==> src/rtl/bcd_count_ctrl_pkg.sv <==
// ---------------------------------------------------------------------------
// bcd_count_ctrl_pkg
//   Shared definitions for the BCD count controller:
//     - CMD_OP encodings (OP_CLEAR, OP_UP, OP_DOWN, OP_LOAD)
//     - controller state enum (ST_IDLE, ST_RIPPLE)
//     - BCD_MAX, the largest legal decade value
//     - bcd_digit_ok(), legality check for one nibble
// ---------------------------------------------------------------------------
package bcd_count_ctrl_pkg;

    localparam logic [1:0] OP_CLEAR = 2'b00;
    localparam logic [1:0] OP_UP    = 2'b01;
    localparam logic [1:0] OP_DOWN  = 2'b10;
    localparam logic [1:0] OP_LOAD  = 2'b11;

    localparam logic [3:0] BCD_MAX  = 4'd9;

    typedef enum logic {
        ST_IDLE   = 1'b0,
        ST_RIPPLE = 1'b1
    } state_t;

    function automatic logic bcd_digit_ok(input logic [3:0] digit);
        return (digit <= BCD_MAX);
    endfunction

endpackage

==> src/rtl/bcd_count_ctrl_digit_step.sv <==
// ---------------------------------------------------------------------------
// bcd_digit_step
//   Combinational single-decade step. Increments or decrements one BCD
//   digit and flags the carry (9 -> 0 on up) or borrow (0 -> 9 on down).
//
// Ports
//   digit   in   current decade value (0..9)
//   up      in   1 = increment, 0 = decrement
//   result  out  stepped decade value
//   carry   out  carry (up) or borrow (down) out of this decade
// ---------------------------------------------------------------------------
module bcd_digit_step
    import bcd_count_ctrl_pkg::*;
(
    input  logic [3:0] digit,
    input  logic       up,
    output logic [3:0] result,
    output logic       carry
);

    always_comb begin
        result = digit;
        carry  = 1'b0;
        if (up) begin
            // >= rather than == so a corrupted nibble still lands on a legal digit
            if (digit >= BCD_MAX) begin
                result = 4'd0;
                carry  = 1'b1;
            end else begin
                result = digit + 4'd1;
            end
        end else begin
            if (digit == 4'd0) begin
                result = BCD_MAX;
                carry  = 1'b1;
            end else begin
                result = digit - 4'd1;
            end
        end
    end

endmodule

==> src/rtl/bcd_count_ctrl.sv <==
// ---------------------------------------------------------------------------
// bcd_count_ctrl
//   Command-driven controller for a DIGITS-decade BCD up/down count register.
//   CLEAR and LOAD complete at the accept edge. UP/DOWN step digit 0 at the
//   accept edge; a carry/borrow then ripples one decade per clock through
//   the RIPPLE state, so intermediate Q values are visible while BUSY is high.
//
// Configuration macro
//   BCD_COUNT_CTRL_SAT_EN  when defined, UP at all-9s and DOWN at all-0s
//                          saturate (Q held, OVF with DONE) instead of
//                          wrapping through the full range.
//
// Ports
//   CLK        in   rising-edge clock
//   MR         in   synchronous active-high master reset, highest priority
//   CMD_VALID  in   command present
//   CMD_READY  out  controller idle and able to accept
//   CMD_OP     in   00 CLEAR, 01 UP, 10 DOWN, 11 LOAD
//   D          in   BCD load value, digit 0 in [3:0]
//   Q          out  current BCD count
//   BUSY       out  carry/borrow ripple in progress
//   DONE       out  one-cycle completion pulse
//   OVF        out  with DONE: full-range wrap or saturation
//   ERR        out  with DONE: LOAD rejected (non-BCD nibble)
//   TCU        out  active-low, 0 when every digit is 9
//   TCD        out  active-low, 0 when every digit is 0
// ---------------------------------------------------------------------------
module bcd_count_ctrl
    import bcd_count_ctrl_pkg::*;
#(
    parameter int DIGITS = 4
)
(
    input  logic                  CLK,
    input  logic                  MR,
    input  logic                  CMD_VALID,
    output logic                  CMD_READY,
    input  logic [1:0]            CMD_OP,
    input  logic [4*DIGITS-1:0]   D,
    output logic [4*DIGITS-1:0]   Q,
    output logic                  BUSY,
    output logic                  DONE,
    output logic                  OVF,
    output logic                  ERR,
    output logic                  TCU,
    output logic                  TCD
);

    localparam int QW    = 4 * DIGITS;
    localparam int IDX_W = (DIGITS > 1) ? $clog2(DIGITS) : 1;
    localparam logic [IDX_W-1:0] IDX_LAST = IDX_W'(DIGITS - 1);
    localparam logic [IDX_W-1:0] IDX_ONE  = IDX_W'(1);

`ifdef BCD_COUNT_CTRL_SAT_EN
    localparam bit SAT_EN = 1'b1;
`else
    localparam bit SAT_EN = 1'b0;
`endif

    // ------------------------------------------------------------------
    // Whole-register decodes
    // ------------------------------------------------------------------
    function automatic logic all_nines(input logic [QW-1:0] q);
        logic r;
        r = 1'b1;
        for (int k = 0; k < DIGITS; k++) begin
            if (q[k*4 +: 4] != BCD_MAX) r = 1'b0;
        end
        return r;
    endfunction

    function automatic logic all_zeros(input logic [QW-1:0] q);
        logic r;
        r = 1'b1;
        for (int k = 0; k < DIGITS; k++) begin
            if (q[k*4 +: 4] != 4'd0) r = 1'b0;
        end
        return r;
    endfunction

    function automatic logic load_ok(input logic [QW-1:0] d);
        logic r;
        r = 1'b1;
        for (int k = 0; k < DIGITS; k++) begin
            if (!bcd_digit_ok(d[k*4 +: 4])) r = 1'b0;
        end
        return r;
    endfunction

    // Saturation applies only when the register is already at the end of range.
    function automatic logic sat_hit(input logic up, input logic [QW-1:0] q);
        return SAT_EN && (up ? all_nines(q) : all_zeros(q));
    endfunction

    state_t            state_r, state_nxt;
    logic [IDX_W-1:0]  idx_r, idx_nxt;
    logic              up_r, up_nxt;
    logic [QW-1:0]     q_r, q_nxt;

    logic              done_p0, ovf_p0, err_p0;
    logic              done_p1, ovf_p1, err_p1;

    logic [3:0]        step_digit, step_result;
    logic              step_up, step_carry;

    // One shared decade stepper. In IDLE idx_r is always 0, so the same mux
    // feeds digit 0 for the accept edge and digit idx during the ripple.
    assign step_digit = q_r[int'(idx_r)*4 +: 4];
    assign step_up    = (state_r == ST_IDLE) ? (CMD_OP == OP_UP) : up_r;

    bcd_digit_step u_step (
        .digit  (step_digit),
        .up     (step_up),
        .result (step_result),
        .carry  (step_carry)
    );

    // ------------------------------------------------------------------
    // p0: next-state, next-count and completion flags
    // ------------------------------------------------------------------
    always_comb begin
        state_nxt = state_r;
        idx_nxt   = idx_r;
        up_nxt    = up_r;
        q_nxt     = q_r;
        done_p0   = 1'b0;
        ovf_p0    = 1'b0;
        err_p0    = 1'b0;

        case (state_r)
            ST_IDLE: begin
                if (CMD_VALID) begin
                    case (CMD_OP)
                        OP_CLEAR: begin
                            q_nxt   = '0;
                            done_p0 = 1'b1;
                        end
                        OP_LOAD: begin
                            done_p0 = 1'b1;
                            if (load_ok(D)) q_nxt  = D;
                            else            err_p0 = 1'b1;
                        end
                        default: begin
                            up_nxt = (CMD_OP == OP_UP);
                            if (sat_hit(up_nxt, q_r)) begin
                                done_p0 = 1'b1;
                                ovf_p0  = 1'b1;
                            end else begin
                                q_nxt[3:0] = step_result;
                                if (step_carry && (DIGITS > 1)) begin
                                    state_nxt = ST_RIPPLE;
                                    idx_nxt   = IDX_ONE;
                                end else begin
                                    // single-decade build: carry out of digit 0 is the full wrap
                                    done_p0 = 1'b1;
                                    ovf_p0  = step_carry;
                                end
                            end
                        end
                    endcase
                end
            end

            ST_RIPPLE: begin
                q_nxt[int'(idx_r)*4 +: 4] = step_result;
                if (step_carry && (idx_r != IDX_LAST)) begin
                    idx_nxt = idx_r + IDX_ONE;
                end else begin
                    // carry out of the top decade is the full-range wrap
                    state_nxt = ST_IDLE;
                    idx_nxt   = '0;
                    done_p0   = 1'b1;
                    ovf_p0    = step_carry;
                end
            end

            default: begin
                state_nxt = ST_IDLE;
                idx_nxt   = '0;
            end
        endcase
    end

    // ------------------------------------------------------------------
    // p1: registered state, count and status pulses
    // ------------------------------------------------------------------
    always_ff @(posedge CLK) begin
        if (MR) begin
            state_r <= ST_IDLE;
            idx_r   <= '0;
            q_r     <= '0;
            done_p1 <= 1'b0;
            ovf_p1  <= 1'b0;
            err_p1  <= 1'b0;
        end else begin
            state_r <= state_nxt;
            idx_r   <= idx_nxt;
            q_r     <= q_nxt;
            done_p1 <= done_p0;
            ovf_p1  <= ovf_p0;
            err_p1  <= err_p0;
        end
    end

    // Direction is only consumed in RIPPLE, which is always entered with a
    // freshly written value, so it needs no reset.
    always_ff @(posedge CLK) begin
        up_r <= up_nxt;
    end

    assign Q         = q_r;
    assign CMD_READY = (state_r == ST_IDLE);
    assign BUSY      = (state_r == ST_RIPPLE);
    assign DONE      = done_p1;
    assign OVF       = ovf_p1;
    assign ERR       = err_p1;
    assign TCU       = !all_nines(q_r);
    assign TCD       = !all_zeros(q_r);

endmodule
==> config.mk <==
export PLATFORM = sky130hd
export DESIGN_NAME = bcd_count_ctrl
export DESIGN_NICKNAME = d
export VERILOG_FILES = /design/src/rtl/bcd_count_ctrl_pkg.sv /design/src/rtl/bcd_count_ctrl_digit_step.sv /design/src/rtl/bcd_count_ctrl.sv
export SDC_FILE = /design/constraint.sdc
export NUM_CORES = 1
export LEC_CHECK = 0
export BUFFER_PORTS_ARGS = -buffer_cell sky130_fd_sc_hd__buf_2
export CORE_MARGIN = 4
export CORE_UTILIZATION = 47
export DETAILED_ROUTE_END_ITERATION = 10
export PLACE_DENSITY = 0.8
export SLEW_MARGIN = 25
export SYNTH_ARGS = -nofsm -noshare
export SYNTH_HDL_FRONTEND = slang
export SYNTH_SLANG_ARGS = --single-unit
==> constraint.sdc <==
create_clock -name CLK -period 3.4 [get_ports CLK]
set_clock_uncertainty 0.1 [all_clocks]
set_input_delay 0 -clock CLK [delete_from_list [all_inputs] [get_ports CLK]]
set_output_delay 0 -clock CLK [all_outputs]
set_load 0.05 [all_outputs]
==> results.md, run 1 <==
* Gates resized, CTS repair at 0
* Comb power frac at 0.434
* Hold slack at 6.29 ps
* Required @ worst endpoint at 3500 ps
* Remaining global-route overflow at 0
* Top FF cell, synth: dfxtp_1
* Highest clock rate at 344 MHz
* Ratio of cells with drive above 1 in the final layout at 0.239
* Max Cap Viol at 0
* Sw frac at 0.417
* R2R Path Start: idx_r[1]$_SDFFE_PP0P_
* Clock root buffer: clkbuf_4
* Yosys Warn Count at 0
* PwrDens at 389 nW/um^2
* Max Root-Sink Buffers at 2
* Routed vias/inst at 5.89
* Avg Inst Size Synth at 8.70 sq um
* Top cell type by total area after synthesis: dfxtp_1
* First-pass GRT wire length at 7680 microns
* Type of the worst min-delay path: in -> reg
* Syn nets at 215
* Pre-Repair DR Iteration Count at 4
* Crit Path Category: reg -> reg
* Post-layout util at 0.633
* Sw power at 0.324 mW
* Worst-path clk slew at 130 ps
* DIE HEIGHT at 66.4 microns
* Seq/Total Area, Yosys at 0.294
* Period utilization at 0.855
* Gpl congestion at 0.874
* # port buffers at 43
* Vias at 1,662
* Final Instance Area at 2000 sq um
* Yosys cell types at 40
* Post-synth ARST share at 0
* Internal power at 0.453 mW
* DRC viols at 0
* Placed Area at 1850 sq um
* Sequential power share at 0.398
* Initial core utilization at 0.508
* Setup_tns at 0 ps
* ANT nets after route at 0
* Crit end category: flip-flop
* Final hold vios at 0
* Post-synthesis instance total at 184
* Rows at 20
* RSZ-0062 raised after global routing: false
* Pin count of the biggest net entering global routing at 25
* Setup Fix Bufs, Post-CTS at 0
* Clk pwr share at 0.168
* Flops & latches, synth at 23
* Critical path startpoint: idx_r[1]$_SDFFE_PP0P_
* DRT iter0 DRCs at 147
* Drt total wl at 4580 microns
* Top area cells in the synthesized netlist: dfxtp_1, ha_1, mux2i_1
* Crit start category: flip-flop
* Final Critical Period at 2910 ps
* Total power draw at 0.777 mW
* Yosys top cell area share at 0.275
* Final setup viols at 0
* EDFF count, synth at 1
* Crit path arrival time at 3010 ps
* Critical path fanouts, max at 7
* Fin. max-slew vios at 0
* Most common cell after layout, fill and taps aside: buf_2
* Final net count at 270
* DP Wirelength at 3320 microns
* Worst-margin pin slew at 623 ps
* Ports at 44
* Hold wc startpoint: D[7]
* Die area at 4400 sq um
* Netlist Area Pre-Place at 1600 sq um
* CTS tree: built
* Clock insertion delay at the later pin of the skew report at 310 ps
* Antenna violations before repair at 0
* Clock Sinks at 23
* Most frequent cells in the layout: buf_2, dfxtp_1, nor2_1
* Cts bufs inserted at 3
* Vias in the first global route at 1,607
* CTS H-tree lvls at 1
* Static Leak at 0.918 nW
* Tot GR Track Use at 0.222
* Area growth syn-to-layout at 24.7%
* Slew headroom at 0.584
* Die width at 66.4 microns
* Outcome: completed
* WL per Instance at 16.3 microns
* Core area at 3150 sq um
* Maximum vdd drop at 0.000158 V
* # diodes at 0
[power by group through the flow]
stage | clock network (mW) | registers, mW | logic [mW]
6_report | 0.131 | 0.309 | 0.337
5_1_grt | 0.140 | 0.312 | 0.366
4_1_cts | 0.131 | 0.309 | 0.332
3_5_place_dp | 0 | 0.315 | 0.320
3_3_place_gp | 0 | 0.313 | 0.318
2_1_floorplan | 0 | 0.354 | 0.200
[area by class of cell]
cell class                 count  area (sq um)
tap                           44          55.1
clock buffer                   4          26.3
timing repair buffer          57           350
sequential                    23           470
inverter                      11          41.3
fill                         298          1160
multi-input combinational    143          1050
[registers in the layout, summed over array words and instances (netlist names)]
signal and count:
BUSY 1, DONE 1, ERR 1, up_r 1
OVF 1, idx_r 2, Q 16
[critical path, cell delays in order (launching register included)]
cell and delay, ps:
dfxtp_1 530, mux4_1 680, ha_1 270, nor2b_1 140, mux2_2 270, a221oi_2 360
nor2_2 110, a221oi_2 250, nor3_1 80
[timing repair]
item / 4_1_cts / 5_1_grt
hold buffers: 12 / 0
setup endpoints to repair: 0 / 0
hold endpoints to repair: 13 / 0
[logic make-up after synthesis]
family / Yosys count / share of synthesized area
flip-flops: 23 / 0.294
AND/OR/NAND/NOR: 75 / 0.246
AO/OA/AOI/OAI: 41 / 0.189
buffers and inverters: 18 / 0.0485
adder cells (fa/ha/maj): 10 / 0.0782
multiplexers: 17 / 0.144
[cells in the mapped netlist (5+ instances only)]
master and instances:
dfxtp_1 22, nor2_1 16, nor3_1 14, inv_1 11, mux2i_1 11, ha_1 10
o21ai_0 10, nand2_1 9, and2_1 8, nor2b_1 8, nand4_1 7, o22ai_1 7
nor4_1 5
[layer usage]
layer | share of wire | wire (microns) | vias to the layer above | track usage
met4 | 0.014 | 65 | 0 | 0.0431
met2 | 0.48 | 2200 | 76 | 0.373
met1 | 0.44 | 2000 | 772 | 0.304
met3 | 0.070 | 319 | 8 | 0.0289
met5 | 0 | 0 | - | 0
li1 | - | - | 806 | -
[per-stage QoR]
stage | std cells | worst slack, ps
final | 282 | 492
after global placement | 266 | 634
after floorplan | 184 | 670
after CTS | 282 | 523
after detailed placement | 266 | 552
after global routing | 282 | 311
[worst paths after layout]
| check | slack (ps) | to | depth (start not counted) |
|---|---|---|---|
| max | 490 | Q[6]$_SDFFE_PP0P_ | 8 |
| min reg2reg | 440 | Q[10]$_SDFFE_PP0P_ | 2 |
| max reg2reg | 490 | Q[6]$_SDFFE_PP0P_ | 8 |
| min | 6 | Q[7]$_SDFFE_PP0P_ | 4 |
Power figures use the tool's default switching activity.
==> run 2: changes to the inputs <==
--- a/config.mk
+++ b/config.mk
@@ -9,8 +9,9 @@
 export CORE_MARGIN = 4
 export CORE_UTILIZATION = 47
 export DETAILED_ROUTE_END_ITERATION = 10
-export PLACE_DENSITY = 0.8
+export PLACE_DENSITY = 0.78
 export SLEW_MARGIN = 25
 export SYNTH_ARGS = -nofsm -noshare
 export SYNTH_HDL_FRONTEND = slang
+export SYNTH_HIERARCHICAL = 1
 export SYNTH_SLANG_ARGS = --single-unit
==> results.md, run 2 <==
* CTS tree: built
* Max Cap Viol at 0
* Slowest cell on crit path: mux4_2
* Worst-path clk slew at 80 ps
* Setup Fix Bufs, Post-CTS at 0
* Ratio of cells with drive above 1 in the final layout at 0.326
* Vias in the first global route at 1,576
* Area of the multi-input gates at 1280 sq um
* Antenna violations before repair at 0
* Post-synth ARST share at 0
* Final std cells w/o fill at 290
* # port buffers at 43
* R2R setup slack at 540 ps
* Cts hold-fix bufs at 3
* Setup_tns at 0 ps
* Largest register FFs at 16
* Initial core utilization at 0.492
* Critical path cell sequence: mux4_2 -> inv_1 -> ha_1 -> or3b_4 -> a21boi_4 -> o2bb2ai_1 -> nand2_1 -> o21ai_0 -> a22oi_1 -> a211oi_1
* Routed vias/inst at 5.92
* CTS H-tree lvls at 1
* Rows at 22
* # diodes at 0
* Gpl congestion at 0.846
* Die area at 4950 sq um
* Sw frac at 0.401
* Crit end category: flip-flop
* First-pass GRT wire length at 7810 microns
* Fillers at 340
* Required @ worst endpoint at 3500 ps
* Top FF cell, synth: dfxtp_1
* Worst setup path endpoint: Q[1]$_SDFFE_PP0P_
* DRC viols at 0
* Worst R2R Path Depth at 10
* Die width at 70.3 microns
* EDFF count, synth at 1
* CP peak stage delay at 610 ps
* Clock Sinks at 23
* Ports at 44
* Hold slack at -0.831 ps
* Failing checks: negative hold slack
* Seq/Total Area, Yosys at 0.258
* Avg Inst Size Synth at 9.23 sq um
* Period utilization at 0.841
* Critical path fanouts, max at 8
* Clock root buffer: clkbuf_8
* Crit Path Category: reg -> reg
* R2R Path End: Q[1]$_SDFFE_PP0P_
* Internal power at 0.512 mW
* Pin count of the biggest net entering global routing at 34
* Most frequent cells in the layout: buf_2, dfxtp_1, nor2_1
* WL per Instance at 16.8 microns
* Vias at 1,718
* Remaining global-route overflow at 0
* Drt total wl at 4860 microns
* ANT nets after route at 0
* Top cell type by total area after synthesis: dfxtp_1
* Highest clock rate at 350 MHz
* Max Root-Sink Buffers at 2
* DP Wirelength at 3680 microns
* Type of the worst min-delay path: in -> reg
* Maximum vdd drop at 0.000239 V
* Hold Path Depth at 4
* R2R Path Start: idx_r[0]$_SDFFE_PP0P_
* PwrDens at 398 nW/um^2
* Placed insts at 283
* Static Leak at 0.912 nW
* RSZ-0062 raised after global routing: false
* Final net count at 275
* Yosys top cell area share at 0.241
* Synth cell count leaders: dfxtp_1, nor2_1, nor2b_1
* Comb power frac at 0.440
* Final hold vios at 1
* Critical path startpoint: idx_r[0]$_SDFFE_PP0P_
* Outcome: finished with violations
* Fin. max-slew vios at 0
* Crit path arrival time at 2960 ps
* Yosys Warn Count at 6
* Worst-margin pin slew at 567 ps
* Pre-Repair DR Iteration Count at 5
* DRT iter0 DRCs at 147
* Sw power at 0.343 mW
* FF/Latch Area at 470 sq um
* Flops & latches, synth at 23
* Slew headroom at 0.622
* Final setup viols at 0
* Gates resized, CTS repair at 0
* Tot GR Track Use at 0.196
* Yosys cell types at 53
* Post-synthesis instance total at 198
* Sequential power share at 0.354
* DIE HEIGHT at 70.3 microns
* Crit start category: flip-flop
* Clock insertion delay at the later pin of the skew report at 280 ps
* Cts bufs inserted at 3
* Most common cell after layout, fill and taps aside: buf_2
* Final Critical Period at 2860 ps
* Syn nets at 230
* Netlist Area Pre-Place at 1830 sq um
* Area growth syn-to-layout at 17.7%
* Core area at 3720 sq um
* Top area cells in the synthesized netlist: dfxtp_1, mux2_2, ha_1
* Clk pwr share at 0.206
* Most common cell in the netlist: dfxtp_1
==> run 2: layout make-up <==
cell class / instances / area share
Tap cell: 48 / 0.0279
Sequential cell: 23 / 0.219
Multi-Input combinational cell: 158 / 0.596
Inverter: 9 / 0.0157
Clock buffer: 4 / 0.0209
Timing Repair Buffer: 48 / 0.121
==> run 2: kinds of logic after synthesis <==
group                    after synthesis  synth area share
multiplexers                          17             0.129
adder cells (fa/ha/maj)               11            0.0753
buffers and inverters                 17            0.0411
AND/OR/NAND/NOR                       77             0.253
AO/OA/AOI/OAI                         52             0.239
XOR/XNOR                               1           0.00480
flip-flops                            23             0.258
==> run 2: worst min-delay path by stage <==
stage / startpoint / slack [ps] / to
after detailed placement: D[2] / 240 / Q[2]$_SDFFE_PP0P_
after global placement: D[2] / 240 / Q[2]$_SDFFE_PP0P_
after global routing: D[8] / 10 / Q[8]$_SDFFE_PP0P_
after CTS: CMD_OP[0] / 3 / up_r$_DFFE_PP_
after floorplan: D[2] / 90 / Q[2]$_SDFFE_PP0P_
final: D[10] / -0.8 / Q[10]$_SDFFE_PP0P_
==> run 2: through the flow <==
stage                     power [mW]   util  area (sq um)  hold slack (ps)  setup WS [ps]
final                          0.855  0.579          2150           -0.831            542
after global routing           0.897  0.579          2150             12.3            376
after CTS                      0.852  0.579          2150             2.75            569
after detailed placement       0.677  0.559          2080              239            596
after global placement         0.673  0.559          2080              240            668
after floorplan                0.593      -          1830             87.1            592
==> run 2: layer usage <==
| layer | up-vias | global-route usage | part of all wire |
|---|---|---|---|
| met3 | 7 | 0.0388 | 0.071 |
| li1 | 836 | - | - |
| met1 | 807 | 0.256 | 0.44 |
| met4 | 0 | 0.0362 | 0.012 |
| met5 | - | 0 | 0 |
| met2 | 68 | 0.334 | 0.48 |
==> run 2: power groups by stage <==
stage	clock (mW)	combinational (mW)	sequential [mW]
finish	0.176	0.376	0.303
global route	0.191	0.401	0.305
CTS	0.178	0.371	0.303
detailed placement	0	0.367	0.310
global placement	0	0.364	0.310
floorplan	0	0.249	0.345
==> run 2: worst max-delay path: cells and delay by family (launching register included) <==
kind / cells / cell delay [ps]
AOI/OAI and AO/OA: 5 / 870
adders and majority gates: 1 / 190
buffers and inverters: 1 / 120
DFF: 1 / 400
muxes: 1 / 610
and+or+nand+nor: 2 / 500
